--- src/rtl/ide_arb_pkg.sv ---
// Shared types and constants for the two-port IDE arbiter.
package ide_arb_pkg;

  typedef enum logic [1:0] {
    IDLE    = 2'd0,
    ISSUE   = 2'd1,
    WAIT    = 2'd2,
    RELEASE = 2'd3
  } state_t;

  typedef enum logic {
    OP_RD = 1'b0,
    OP_WR = 1'b1
  } op_t;

  localparam logic [23:0] TIMEOUT_CYCLES_DEFAULT = 24'd12_000_000;

  // Write wins when a requester raises both rd and wr, matching the engine.
  function automatic op_t req_op(input logic wr);
    return wr ? OP_WR : OP_RD;
  endfunction

endpackage

--- src/rtl/ide_rr_pick.sv ---
// Combinational 2-way round-robin selector; on a tie the port not served last wins.
module ide_rr_pick (
  input  logic pend0,
  input  logic pend1,
  input  logic last,
  output logic valid,
  output logic winner
);

  assign valid  = pend0 | pend1;
  assign winner = (pend0 & pend1) ? ~last : pend1;

endmodule

--- src/rtl/ide_arbiter.sv ---
// Shares one ide_disk engine between two requesters and sequences each transfer.
// Optional watchdog abort is enabled by defining IDE_ARB_TIMEOUT_EN.
module ide_arbiter
  import ide_arb_pkg::*;
#(
  parameter logic [23:0] TIMEOUT_CYCLES = TIMEOUT_CYCLES_DEFAULT
) (
  input  logic        clk,
  input  logic        reset,
  input  logic        req0_rd,
  input  logic        req0_wr,
  input  logic [23:0] req0_lba,
  output logic        req0_done,
  output logic        req0_err,
  input  logic        req1_rd,
  input  logic        req1_wr,
  input  logic [23:0] req1_lba,
  output logic        req1_done,
  output logic        req1_err,
  output logic [23:0] ide_lba,
  output logic        ide_read_req,
  output logic        ide_write_req,
  input  logic        ide_done,
  input  logic        ide_error,
  output logic        grant,
  output logic        busy,
  output logic        ide_abort
);

  state_t state;
  op_t    op;
  logic   last;
  logic   pick_valid;
  logic   pick_winner;

  ide_rr_pick u_pick (
    .pend0  (req0_rd | req0_wr),
    .pend1  (req1_rd | req1_wr),
    .last   (last),
    .valid  (pick_valid),
    .winner (pick_winner)
  );

  assign busy = (state != IDLE);

`ifdef IDE_ARB_TIMEOUT_EN
  logic [23:0] wd_cnt;
`else
  logic unused_timeout;
  assign unused_timeout = ^TIMEOUT_CYCLES;
  assign ide_abort      = 1'b0;
`endif

  // NOTE: all state here is updated with non-blocking assignments so every
  // register sees the pre-edge values of the others, as real flops do.
  always_ff @(posedge clk or posedge reset) begin
    if (reset) begin
      state         <= IDLE;
      op            <= OP_RD;
      last          <= 1'b1;
      grant         <= 1'b0;
      ide_lba       <= '0;
      ide_read_req  <= 1'b0;
      ide_write_req <= 1'b0;
      req0_done     <= 1'b0;
      req0_err      <= 1'b0;
      req1_done     <= 1'b0;
      req1_err      <= 1'b0;
`ifdef IDE_ARB_TIMEOUT_EN
      wd_cnt        <= '0;
      ide_abort     <= 1'b0;
`endif
    end else begin
      req0_done <= 1'b0;
      req0_err  <= 1'b0;
      req1_done <= 1'b0;
      req1_err  <= 1'b0;
`ifdef IDE_ARB_TIMEOUT_EN
      ide_abort <= 1'b0;
`endif
      case (state)
        IDLE: begin
          if (pick_valid) begin
            grant   <= pick_winner;
            last    <= pick_winner;
            ide_lba <= pick_winner ? req1_lba : req0_lba;
            op      <= pick_winner ? req_op(req1_wr) : req_op(req0_wr);
            state   <= ISSUE;
          end
        end
        ISSUE: begin
          ide_read_req  <= (op == OP_RD);
          ide_write_req <= (op == OP_WR);
`ifdef IDE_ARB_TIMEOUT_EN
          wd_cnt        <= '0;
`endif
          state         <= WAIT;
        end
        WAIT: begin
          if (ide_done) begin
            ide_read_req  <= 1'b0;
            ide_write_req <= 1'b0;
            req0_done     <= ~grant;
            req0_err      <= ~grant & ide_error;
            req1_done     <= grant;
            req1_err      <= grant & ide_error;
            state         <= RELEASE;
          end
`ifdef IDE_ARB_TIMEOUT_EN
          // Engine is hung: abort it and report the transfer as failed.
          else if (wd_cnt == TIMEOUT_CYCLES - 24'd1) begin
            ide_abort     <= 1'b1;
            ide_read_req  <= 1'b0;
            ide_write_req <= 1'b0;
            req0_done     <= ~grant;
            req0_err      <= ~grant;
            req1_done     <= grant;
            req1_err      <= grant;
            state         <= RELEASE;
          end else begin
            wd_cnt <= wd_cnt + 24'd1;
          end
`endif
        end
        RELEASE: state <= IDLE;
        default: state <= IDLE;
      endcase
    end
  end

endmodule

--- config.mk ---
export PLATFORM = sky130hd
export DESIGN_NAME = ide_arbiter
export DESIGN_NICKNAME = d
export VERILOG_FILES = /design/src/rtl/ide_arb_pkg.sv /design/src/rtl/ide_rr_pick.sv /design/src/rtl/ide_arbiter.sv
export SDC_FILE = /design/constraint.sdc
export NUM_CORES = 1
export LEC_CHECK = 0
export ABC_AREA = 0
export BUFFER_PORTS_ARGS = -buffer_cell sky130_fd_sc_hd__buf_2
export CAP_MARGIN = 15
export CELL_PAD_IN_SITES_DETAIL_PLACEMENT = 2
export CELL_PAD_IN_SITES_GLOBAL_PLACEMENT = 2
export CORE_AREA = 2 2 91 75
export DETAILED_ROUTE_END_ITERATION = 7
export DIE_AREA = 0 0 93 77
export GPL_TIMING_DRIVEN = 1
export HOLD_SLACK_MARGIN = 0.12
export PLACE_DENSITY_LB_ADDON = 0.1
export SLEW_MARGIN = 20
export SYNTH_ARGS = -nofsm -noshare
export SYNTH_HDL_FRONTEND = slang
export SYNTH_HIERARCHICAL = 1
export SYNTH_SLANG_ARGS = --single-unit
--- constraint.sdc ---
create_clock -name clk -period 2.5 [get_ports clk]
set_clock_uncertainty 0.2 [all_clocks]
set_input_delay 0.125 -clock clk [delete_from_list [all_inputs] [get_ports clk]]
set_output_delay 0.125 -clock clk [all_outputs]
set_load 0.005 [all_outputs]
==> results.md <==
- Pwr dens: 1004 mW/mm^2
- Pint: 1.836 mW
- Total wire length: 5632 um
- Met2 WL: 2903 um
- Seq/Total Area, Yosys: 51.47%
- Hold path start: req1_lba[12]
- Syn_nets: 214
- DR WL met3: 353 um
- Leak: 1.469 nW
- Endpoints failing setup: 0
- Starting Density: 27.28%
- Switch share: 36.18%
- Synth area leader: dfrtp_1
- Fin area: 0.002864 mm^2
- Layout net count: 355
- Req. time, crit path: 2.42 ns
- I/O pins: 89
- CP Max Fanout: 13
- Pre-Repair DR Iteration Count: 3
- Yosys warnings: 6
- Critical path endpoint category: register
- Avg Vias per Cell: 4.368
- Final Hold Viols: 0
- Clock share of power: 18.5%
- CTS tree: yes
- Clk_lat worst skew: 0.28 ns
- HPWL after DPL: 3363 um
- Post-DRT Antenna Nets: 0
- Root buf cell: clkbuf_8
- Initial antenna violation count: 0
- Port bufs: 87
- Max Cap Viol: 0
- Clk slew on worst S/H paths: 0.07 ns
- CTS Buf Count: 5
- H-tree depth: 2
- Distinct cells, synth: 23
- Worst Setup Path Type: input pin to register
- Tot GR Track Use: 15.86%
- Global-route wire length before repair: 9018 um
- Mapped Avg Cell Area: 11.07 um^2
- Final period utilization: 96.30%
- Clock Tree Buf Depth: 2
- CP Launch Type: input pin
- Pin count of the biggest net entering global routing: 54
- Grt ovf: 0
- DIE HEIGHT: 77 um
- Post-route DRC violation count: 0
- 1st-iter DRT viols: 19
- Rows: 26
- HP Class: input pin to register
- Syn-to-layout area delta: 68.06%
- Outcome: complete, no violations
- Drt wl/cell: 14.82 um
- Vias in the first global route: 1,883
- CTS Sinks: 35
- Combinational power share: 47.2%
- Reg2reg start: last
- GPL Wtd Cong: 0.6836
- Peak VDD IR: 0.0003284 V
- Die Area: 0.007161 mm^2
- Placed inst area: 0.002153 mm^2
- Share of layout cells above drive strength 1: 36.82%
- Seq pwr share: 34.3%
- Synthesized cell area: 0.001704 mm^2
- Crit path time final: 2.407 ns
- P_sw: 1.041 mW
- Achievable frequency: 0.4154 GHz
- Slew margin rel.: 35.31%
- Core area: 0.006246 mm^2
- Cell count after synthesis: 154
- Arrival @ worst endpoint: 2.33 ns
- Final max-slew violation count: 0
- Via count: 1,660
- Highest metal used: met4
- Least-Margin Pin Slew: 0.9703 ns
- CP Launch Point: req1_wr
- Seq cells post-synth: 35
- Die width: 93 um
- Antenna Cells: 0
- Tot Pwr: 2.877 mW
- Synth top area cells: dfrtp_1 (50%), mux2i_1 (15%), a21oi_1 (6.5%)
- Routed length on met1: 2350 um
- Share of the synthesized area in the top cell type: 49.93%
-- logic make-up (layout without fill, tap and decap cells) --
logic type               Yosys count  count (layout)  share of synthesized area, %
flip-flops                        35              35                         51.47
AND/OR/NAND/NOR                   36              36                         8.958
adder cells (fa/ha/maj)            4               4                         2.937
AO/OA/AOI/OAI                     32              33                         11.31
multiplexers                      27              27                         16.15
buffers and inverters             19             160                         8.957
other                              1               1                        0.2201
-- stage by stage --
step           hold WS (ns)  setup WS, ns  instances   TNS, ns  utilization [%]
2_1_floorplan       0.06194        0.9839        154         0                -
3_3_place_gp        0.06754        0.4884        317         0            34.48
3_5_place_dp        0.07318        0.3777        317         0            34.48
4_1_cts              0.3032       0.06713        379         0            45.01
5_1_grt              0.1894      -0.02704        380  -0.02704            45.85
6_report             0.1509       0.09256        380         0            45.85
-- sequential cells by signal, indices dropped and copies added (netlist names) --
signal         count
req1_err           1
ide_read_req       1
op                 1
ide_lba           24
req0_done          1
req1_done          1
state              2
ide_write_req      1
grant              1
req0_err           1
last               1
-- cells in the mapped netlist, drive strengths merged --
master,count
dfrtp,34
a21oi,26
mux2i,26
nor2,25
buf,10
inv,9
ha,4
nor3,4
or2,3
a32o,2
nand2,2
o21ai,2
a21boi,1
and2,1
conb,1
dfstp,1
mux2,1
nor2b,1
o32a,1
-- critical path, stage by stage --
cell,delay [ns]
dlygate4sd3_1,0.52
buf_2,0.10
or2_4,0.13
a21boi_4,0.55
mux2i_1,0.28
dlygate4sd3_1,0.56
a21oi_1,0.06
-- final cells by class --
type                       instances  area, um^2
tap                               84       105.1
inverter                           9       33.78
multi-input combinational        101       711.9
clock inverter                     2       35.03
clock buffer                       6       82.58
fill                             695        3382
timing repair buffer             143        1018
sequential                        35       877.1
-- power by group through the flow --
stage               sequential [mW]  clock (mW)  combinational (mW)
global placement              0.973           0                1.14
CTS                           0.980       0.554                1.33
finish                        0.986       0.533                1.36
floorplan                     0.991           0               0.813
detailed placement            0.986           0                1.17
global route                   1.02       0.581                1.54
-- cells in the final DEF, fill, tap and decap left out, types with 2 or more instances in the layout --
cell type	instances
a21oi_1	22
inv_1	9
a21oi_2	4
ha_1	4
dlymetal6s4s_1	6
a21boi_4	2
clkbuf_8	6
nor2_1	25
dlygate4sd3_1	48
o21ai_1	2
buf_2	87
nand2_1	2
nor3_1	4
mux2i_1	25
dfrtp_1	34
a32o_1	2
-- routing by layer --
metal | GRT usage (%) | up-vias
met4 | 3.088 | 0
li1 | - | 799
met5 | 0 | -
met3 | 5.403 | 2
met2 | 28.62 | 45
met1 | 18.22 | 814
-- path summary, 6_finish.rpt --
check | endpoint | slack (ns) | cells past startpoint
min in group asynchronous | ide_lba[0] | 0.31 | 4
hold reg to reg | ide_write_req | 0.30 | 1
hold / removal | ide_lba[12] | 0.15 | 4
max in group asynchronous | last | 1.44 | 4
setup / recovery | ide_lba[11] | 0.09 | 7
setup reg to reg | ide_lba[11] | 0.29 | 4
-- what timing repair did --
action | CTS | global route
gates resized for setup | 0 | 9
setup endpoints to repair | 0 | 6
hold endpoints to repair | 66 | 0
buffers inserted | 0 | 1
hold buffers | 54 | 0
(Power assumes the default switching activity.)
